`src/rtl/ifetch_unit_if.sv`:
```
// rtl/ifetch_unit_if.sv - instruction memory request/response bus for ifetch_unit
interface ifetch_unit_if;
   logic        imem_req;
   logic [31:0] imem_addr;
   logic        imem_ready;
   logic [31:0] imem_rdata;

   modport master (
      output imem_req,
      output imem_addr,
      input  imem_ready,
      input  imem_rdata
   );

   modport slave (
      input  imem_req,
      input  imem_addr,
      output imem_ready,
      output imem_rdata
   );
endinterface

```
`src/rtl/ifetch_unit.sv`:
```
// rtl/ifetch_unit.sv - PC owner and wait-state tolerant instruction fetch stage
module ifetch_unit #(
   parameter logic [31:0] RESET_PC   = 32'h00400000,
   parameter int          WAIT_LIMIT = 16
) (
   input  logic                 clk,
   input  logic                 reset,
   input  logic                 advance,
   input  logic                 nPC_sel,
   input  logic [15:0]          imm16,
   ifetch_unit_if.master        imem,
   output logic [31:0]          inst,
   output logic                 inst_valid,
   output logic [31:0]          pc,
   output logic [31:0]          inst_count,
   output logic                 fetch_err
);

   localparam int WC = $clog2(WAIT_LIMIT + 1);

   typedef enum logic [1:0] {
      IDLE  = 2'd0,
      FETCH = 2'd1,
      HOLD  = 2'd2,
      ERROR = 2'd3
   } state_t;

   state_t          state;
   state_t          state_nxt;
   logic [WC-1:0]   wait_cnt;
   logic            accept;
   logic            retire;
   logic            timeout;
   logic [31:0]     branch_off;
   logic [31:0]     next_pc;

   // Branch offset is in words; sign-extend then scale to bytes so pc[1:0] stays 00.
   assign branch_off = nPC_sel ? {{14{imm16[15]}}, imm16, 2'b00} : 32'd0;
   assign next_pc    = pc + 32'd4 + branch_off;

   assign imem.imem_addr = pc;

   always_ff @(posedge clk) begin
      if (reset) begin
         state <= IDLE;
      end else begin
         state <= state_nxt;
      end
   end

   always_comb begin
      state_nxt     = state;
      accept        = 1'b0;
      retire        = 1'b0;
      timeout       = 1'b0;
      imem.imem_req = 1'b0;
      case (state)
         IDLE: begin
            state_nxt = FETCH;
         end
         FETCH: begin
            imem.imem_req = 1'b1;
            if (imem.imem_ready) begin
               accept    = 1'b1;
               state_nxt = HOLD;
            end else if (wait_cnt == WC'(WAIT_LIMIT - 1)) begin
               timeout   = 1'b1;
               state_nxt = ERROR;
            end
         end
         HOLD: begin
            if (advance) begin
               retire    = 1'b1;
               state_nxt = FETCH;
            end
         end
         ERROR: begin
            state_nxt = ERROR;
         end
         default: begin
            state_nxt = IDLE;
         end
      endcase
   end

   always_ff @(posedge clk) begin
      if (reset) begin
         pc         <= RESET_PC;
         inst       <= 32'd0;
         inst_valid <= 1'b0;
         inst_count <= 32'd0;
         fetch_err  <= 1'b0;
         wait_cnt   <= '0;
      end else begin
         inst_valid <= (state_nxt == HOLD);
         if (accept) begin
            inst <= imem.imem_rdata;
         end
         // Counter restarts on every entry into FETCH and on each accepted word.
         if (accept || retire || state == IDLE) begin
            wait_cnt <= '0;
         end else if (state == FETCH) begin
            wait_cnt <= wait_cnt + WC'(1);
         end
         if (retire) begin
            pc         <= next_pc;
            inst_count <= inst_count + 32'd1;
         end
         if (timeout) begin
            fetch_err <= 1'b1;
         end
      end
   end

endmodule

```
`src/flat_wrapper.sv`:
```
// flat-port wrapper written by rule: the top's interface ports become plain ports
module ifetch_unit_flat 
#(
   parameter logic [31:0] RESET_PC   = 32'h00400000,
   parameter int          WAIT_LIMIT = 16
)
  (clk, reset, advance, nPC_sel, imm16, inst, inst_valid, pc, inst_count, fetch_err, imem_imem_req, imem_imem_addr, imem_imem_ready, imem_imem_rdata);
  ifetch_unit_if imem_i ();
  input  logic clk;
  input  logic reset;
  input  logic advance;
  input  logic nPC_sel;
  input  logic [15:0] imm16;
  output logic [31:0] inst;
  output logic inst_valid;
  output logic [31:0] pc;
  output logic [31:0] inst_count;
  output logic fetch_err;
  output wire logic [$bits(imem_i.imem_req)-1:0] imem_imem_req;
  output wire logic [$bits(imem_i.imem_addr)-1:0] imem_imem_addr;
  input wire logic [$bits(imem_i.imem_ready)-1:0] imem_imem_ready;
  input wire logic [$bits(imem_i.imem_rdata)-1:0] imem_imem_rdata;
  assign imem_imem_req = imem_i.imem_req;
  assign imem_imem_addr = imem_i.imem_addr;
  assign imem_i.imem_ready = imem_imem_ready;
  assign imem_i.imem_rdata = imem_imem_rdata;
  ifetch_unit #(.RESET_PC(RESET_PC), .WAIT_LIMIT(WAIT_LIMIT)) u_core (.clk(clk), .reset(reset), .advance(advance), .nPC_sel(nPC_sel), .imm16(imm16), .imem(imem_i), .inst(inst), .inst_valid(inst_valid), .pc(pc), .inst_count(inst_count), .fetch_err(fetch_err));
endmodule
```
`config.mk`:
```
export PLATFORM = sky130hd
export DESIGN_NAME = ifetch_unit_flat
export DESIGN_NICKNAME = d
export VERILOG_FILES = /design/src/rtl/ifetch_unit_if.sv /design/src/rtl/ifetch_unit.sv /design/src/flat_wrapper.sv
export SDC_FILE = /design/constraint.sdc
export NUM_CORES = 1
export LEC_CHECK = 0
export ABC_AREA = 1
export CORE_MARGIN = 3
export CORE_UTILIZATION = 47
export CTS_BUF_LIST = sky130_fd_sc_hd__clkbuf_8
export DETAILED_ROUTE_END_ITERATION = 10
export GPL_ROUTABILITY_DRIVEN = 0
export GPL_TIMING_DRIVEN = 0
export PLACE_DENSITY = 0.8
export SYNTH_ARGS = -nofsm -noshare
export SYNTH_HDL_FRONTEND = slang
export SYNTH_SLANG_ARGS = --single-unit
```
`constraint.sdc`:
```
create_clock -name clk -period 3.04 [get_ports clk]
set_clock_uncertainty 0.1 [all_clocks]
set_input_delay 0.912 -clock clk [delete_from_list [all_inputs] [get_ports clk]]
set_output_delay 0.912 -clock clk [all_outputs]
set_load 0.02 [all_outputs]
```
# ---- Yosys cells after proc, flatten, opt, wreduce, memory -nomap -nowiden
# Index checks and enable logic that the tools add are counted.
dict set report classes {
  n_eq_ne 5
  order_cmp 0
  mul 0
  div_mod_pow 0
  reduce_logical 4
  mux 13
  bitwise 0
  n_addsub 4
  shifts 0
}
# cell n
set ops {}
lappend ops {{32-bit by 1-bit adder with 32-bit output, second input constant} 1}
lappend ops {{32-bit by 3-bit adder with 32-bit output, second input constant} 1}
lappend ops {{32-bit adder} 1}
lappend ops {{32-bit two-way mux} 1}
lappend ops {{1-bit two-way mux} 8}
lappend ops {{2-bit one-hot mux with 4 select lines} 1}
lappend ops {{2-bit == test, second input constant} 3}
lappend ops {{2-bit two-way mux} 3}
lappend ops {{5-bit by 1-bit adder with 5-bit output, second input constant} 1}
lappend ops {{5-bit by 4-bit == test with 1-bit output, second input constant} 1}
lappend ops {{2-bit by 1-bit == test with 1-bit output, second input constant} 1}
lappend ops {{2-bit zero test} 1}
lappend ops {{1-bit logical OR} 2}
lappend ops {{2-bit OR reduction} 1}
dict set report word_totals {
  register_bits 105
  ram_bits 0
  n_memories 0
  input_bits 53
  rom_bits 0
  latch_bits 0
}

# ---- Longest topological paths before layout
dict set report logic_depth {
  word_depth 5
  ltp_mapped 19
  ltp_nobuf 17
}

# ---- Least setup slack after synthesis
# Ideal clock, no wire load.
dict set report synth_timing {
  path_kind {input to register}
  from {input nPC_sel}
  to {register u_core.pc[19], in the netlist u_core.imem.imem_addr[19]}
  path_stages 18
  path_slack_ns -0.177
  required_ns 2.825
  arrival_time_ns 3.001
  cell_sequence {buf_2 > clkbuf_1 > nand2_1 > ha_1 > inv_1 > ha_1 > inv_1 > fa_1 > inv_1 > nand3_1 > nand3_1 > nand2_1 > a21oi_1 > nor2_1 > nand2_1 > nand2_1 > o21ai_0 > inv_1}
}
dict set report synth_between {
  elab_chain_len 2
}
# item line_no
set synth_rtl {}
lappend synth_rtl {{from (decl)} flat_wrapper.sv:12} ;# input logic nPC_sel;
lappend synth_rtl {{32-bit two-way mux} ifetch_unit.sv:38} ;# assign branch_off = nPC_sel ? {{14{imm16[15]}}, imm16, 2'b00} : 32'd0;
lappend synth_rtl {{32-bit adder} ifetch_unit.sv:39} ;# assign next_pc = pc + 32'd4 + branch_off;
lappend synth_rtl {{to (signal assigned)} ifetch_unit.sv:106} ;# pc <= next_pc;
lappend synth_rtl {{to (decl)} ifetch_unit.sv:14} ;# output logic [31:0] pc,
# Every way passes these cells.
# A chain may end at the register's enable or synchronous reset.

# ---- Final worst setup path
dict set report layout_timing {
  from {input imm16[1]}
  to {register u_core.pc[19], in the netlist u_core.imem.imem_addr[19]}
}
dict set report layout_between {
  elab_chain_len 2
}
# item line_no
set layout_rtl {}
lappend layout_rtl {{from (decl)} flat_wrapper.sv:13} ;# input logic [15:0] imm16;
lappend layout_rtl {{32-bit two-way mux} ifetch_unit.sv:38}
lappend layout_rtl {{32-bit adder} ifetch_unit.sv:39}
# Every way passes these cells.

==> reports/qor.yml <==
timing:
  fin_crit_sh_pct: 97.1
  drv_slew: 0
  worst_pin_slew_ps: 684
  rsz0062_at_grt: "true"
  slew_headroom_pct: 54.4
  period_needed_ps: 2950
  hold_viol_final: 0
  max_freq_ghz: 0.339
  setup_viol: 0
  totalNegativeSetupSlack_ps: 0
  holdWs_ps: 369
final_layout:
  final_nets: 1505
  final_cells: 1617
  fin_area_sq_mm: 0.0101
  syn_to_final_growth_pct: 36.0
  diodes: 0
  final_layout_size_suffix_gt1_share_pct: 11.6
synthesis:
  synth_area_sq_mm: 0.00739
  syn_inst: 1202
  synth_area_leaders: "dfxtp_1 (28%), nand2_1 (20%), inv_1 (9.1%), ha_1 (8.5%), a21oi_1 (6.2%)"
  ys_warn_count: 0
  synth.most_common_cell: "nand2_1"
  synth_top_cells_by_count: "nand2_1 (400), inv_1 (179), nor2_1 (113)"
  seq_area_frac_synth_pct: 27.9
  synth_area_per_cell_sq_um: 6.15
  ys_seq_elements: 103
  async_reset_ff_share_pct: 0
  synth_top_area_share_pct: 27.9
  synth_area_leader_cell: "dfxtp_1"
  synth-edff-count: 0
  synth.distinct_cells: 36
  synth_ff_type: "dfxtp_1"
detailed_routing:
  wire_per_inst_um: 13.4
  drt_iter0_markers: 686
  viasPerCell: 5.00
  dr_total_vias: 8083
  drc: 0
  ant_nets: 0
  dr.pass1.iters: 5
  routed_wl_um: 21600
global_route:
  grt_max_degree: 22
  grt_pass1_vias: 7485
  antenna_found_initial: 0
  grt_pass1_wl_um: 35000
  overflow: 0
  grt_use_total_pct: 23.9
setup_path:
  cpMaxStageDelayCell: "fa_2"
  crit_chain: "clkdlybuf4s50_1 -> nand2_1 -> inv_2 -> ha_4 -> ha_4 -> inv_2 -> fa_2 -> inv_2 -> nand3_2 -> nand3_4 -> nand2_4 -> a21oi_4 -> nor2_4 -> nand2_1 -> nand2_1 -> o21ai_1 -> inv_1"
  critPathLaunchType: "input pin"
  path_buf_inv: 5
  end_kind: "register"
  critPathKind: "in2reg"
  cp_max_fo: 3
  required_ps: 3240
  r2r-start: "u_core.imem.imem_addr[2]"
  critPathMaxStageDelay_ps: 410
  crit_family: "adder cells"
  r2r_cells: 16
  worstPathArrival_ps: 3150
  r2r-end: "u_core.imem.imem_addr[19]"
  r2r_slack_ps: 660
worst_hold_path:
  hold_path_end: "u_core.wait_cnt[3]"
  worstHoldStart: "u_core.wait_cnt[3]"
  hp-class: "reg2reg"
  whs_path_depth: 1
pwr:
  power_leakage_nw: 4.66
  power_density_mw_per_mm2: 292
  peakVddDrop_mv: 0.241
  power.total_w: 0.00294
job:
  maxCapViolations: 0
die:
  die-area_sq_mm: 0.0173
  die-height_um: 131
  rows: 45
  die_w_um: 131
  pin_count: 184
  start_util_pct: 48.3
  fp.coreArea_sq_mm: 0.0153
place:
  place_area_sq_mm: 0.00946
  hpwl_um: 16700
  placed_cells: 1594
  io_buffers: 178
cts:
  clk_pin_slew_ps: 110
  hold_buffers: 0
  cts_buffers: 9
  cts_buffer_depth: 2
  root_buffer: "clkbuf_8"
  h-tree-depth: 3
  clock-sinks: 103
  cts_tree: "yes"
  clkLatencyLatePin_ps: 400
status:
  status: "complete, no violations"
-- worst register-to-register path, cell delays in order (launching register included) --
cell	delay, ps
dfxtp_1	420
inv_1	70
ha_2	180
inv_2	70
ha_4	150
inv_2	40
fa_2	410
inv_2	80
nand3_2	80
nand3_4	100
nand2_4	70
a21oi_4	190
nor2_4	60
nand2_1	60
nand2_1	50
o21ai_1	130
inv_1	40
-- metrics by stage --
step / util [%] / setup slack, ps
final: 65.7 / 87.0
after global routing: 65.7 / -29.3
after CTS: 63.7 / -6.76
after detailed placement: 61.8 / -850
after global placement: 61.8 / -796
after floorplan: - / -28.1
-- cells in the final DEF (no fill, tap or decap), types with 2 or more instances in the layout --
cell type,count
ha_2,6
dfxtp_1,103
nand4_1,16
nand2_2,14
nand3_1,42
nor2_2,18
o21ai_0,26
clkbuf_8,9
buf_4,45
nand2_1,385
inv_6,2
ha_4,7
xor2_1,14
nand2_4,2
nor3_1,19
inv_2,13
o21a_1,8
ha_1,37
buf_2,9
xnor2_1,9
buf_1,2
clkdlybuf4s50_1,177
nand3b_1,5
clkinv_8,3
a21oi_1,90
o21ai_1,6
conb_1,4
nor3_2,8
inv_1,175
and2_1,3
nor2_1,90
o21bai_1,11
clkbuf_1,14
nand3_2,9
nor2_4,10
-- registers in the layout (all words and copies together) (netlist names) --
| name | cells |
|---|---|
| u_core.inst_valid | 1 |
| u_core.inst | 32 |
| u_core.fetch_err | 1 |
| u_core.wait_cnt | 5 |
| u_core.inst_count | 32 |
| u_core.state | 2 |
| u_core.imem.imem_addr | 30 |
-- layer usage --
| layer | GRT usage [%] | vias to the layer above | wire (um) |
|---|---|---|---|
| met5 | 0 | - | 0 |
| met4 | 7.12 | 0 | 464 |
| met3 | 5.74 | 40 | 1930 |
| met2 | 38.8 | 313 | 9660 |
| met1 | 31.5 | 3631 | 9540 |
| li1 | - | 4099 | - |
-- area by class of cell --
class / count / area [sq um]
clock inverters: 7 / 85.1
multi-input cells: 849 / 4560
plain buffers: 64 / 410
flip-flops and latches: 103 / 2060
inverters: 189 / 714
fillers: 1405 / 5260
well taps: 211 / 264
clock buffers: 9 / 124
repair buffers: 185 / 1840
-- cells by family (layout without fill, tap and decap cells) --
family                   Yosys count  count (layout)  synth area share (%)
other                              1               4                0.0507
adder cells (fa/ha/maj)           51              51                  8.73
AND/OR/NAND/NOR                  626             626                  35.2
buffers and inverters            253             454                  14.9
AO/OA/AOI/OAI                    145             145                  10.5
XOR/XNOR                          23              23                  2.72
flip-flops                       103             103                  27.9
-- timing repair --
| item | 4_1_cts | 5_1_grt |
|---|---|---|
| buffers inserted | 2 | 5 |
| gates resized for setup | 17 | 70 |
| endpoints found under the setup margin | 14 | 18 |
| pin swaps | 3 | 20 |
| cloned | 0 | 0 |
-- power breakdown --
part / internal [W] / switching, W / leakage (nW) / total (W)
clock: 0.000330 / 0.000582 / 0.101 / 0.000912
combinational: 0.000278 / 0.000332 / 3.72 / 0.000610
sequential: 0.00139 / 0.0000293 / 0.835 / 0.00141
-- worst max-delay path by stage --
stage,from,cells after the start,endpoint,slack [ps]
floorplan,nPC_sel,18,u_core.imem.imem_addr[19],-30
CTS,imm16[15],15,u_core.imem.imem_addr[26],-7
global route,imm16[6],14,u_core.imem.imem_addr[18],-30
global placement,imm16[15],14,u_core.imem.imem_addr[26],-800
detailed placement,imm16[15],14,u_core.imem.imem_addr[26],-850
finish,imm16[1],17,u_core.imem.imem_addr[19],90
No activity file was read; power rests on OpenSTA's default activity.
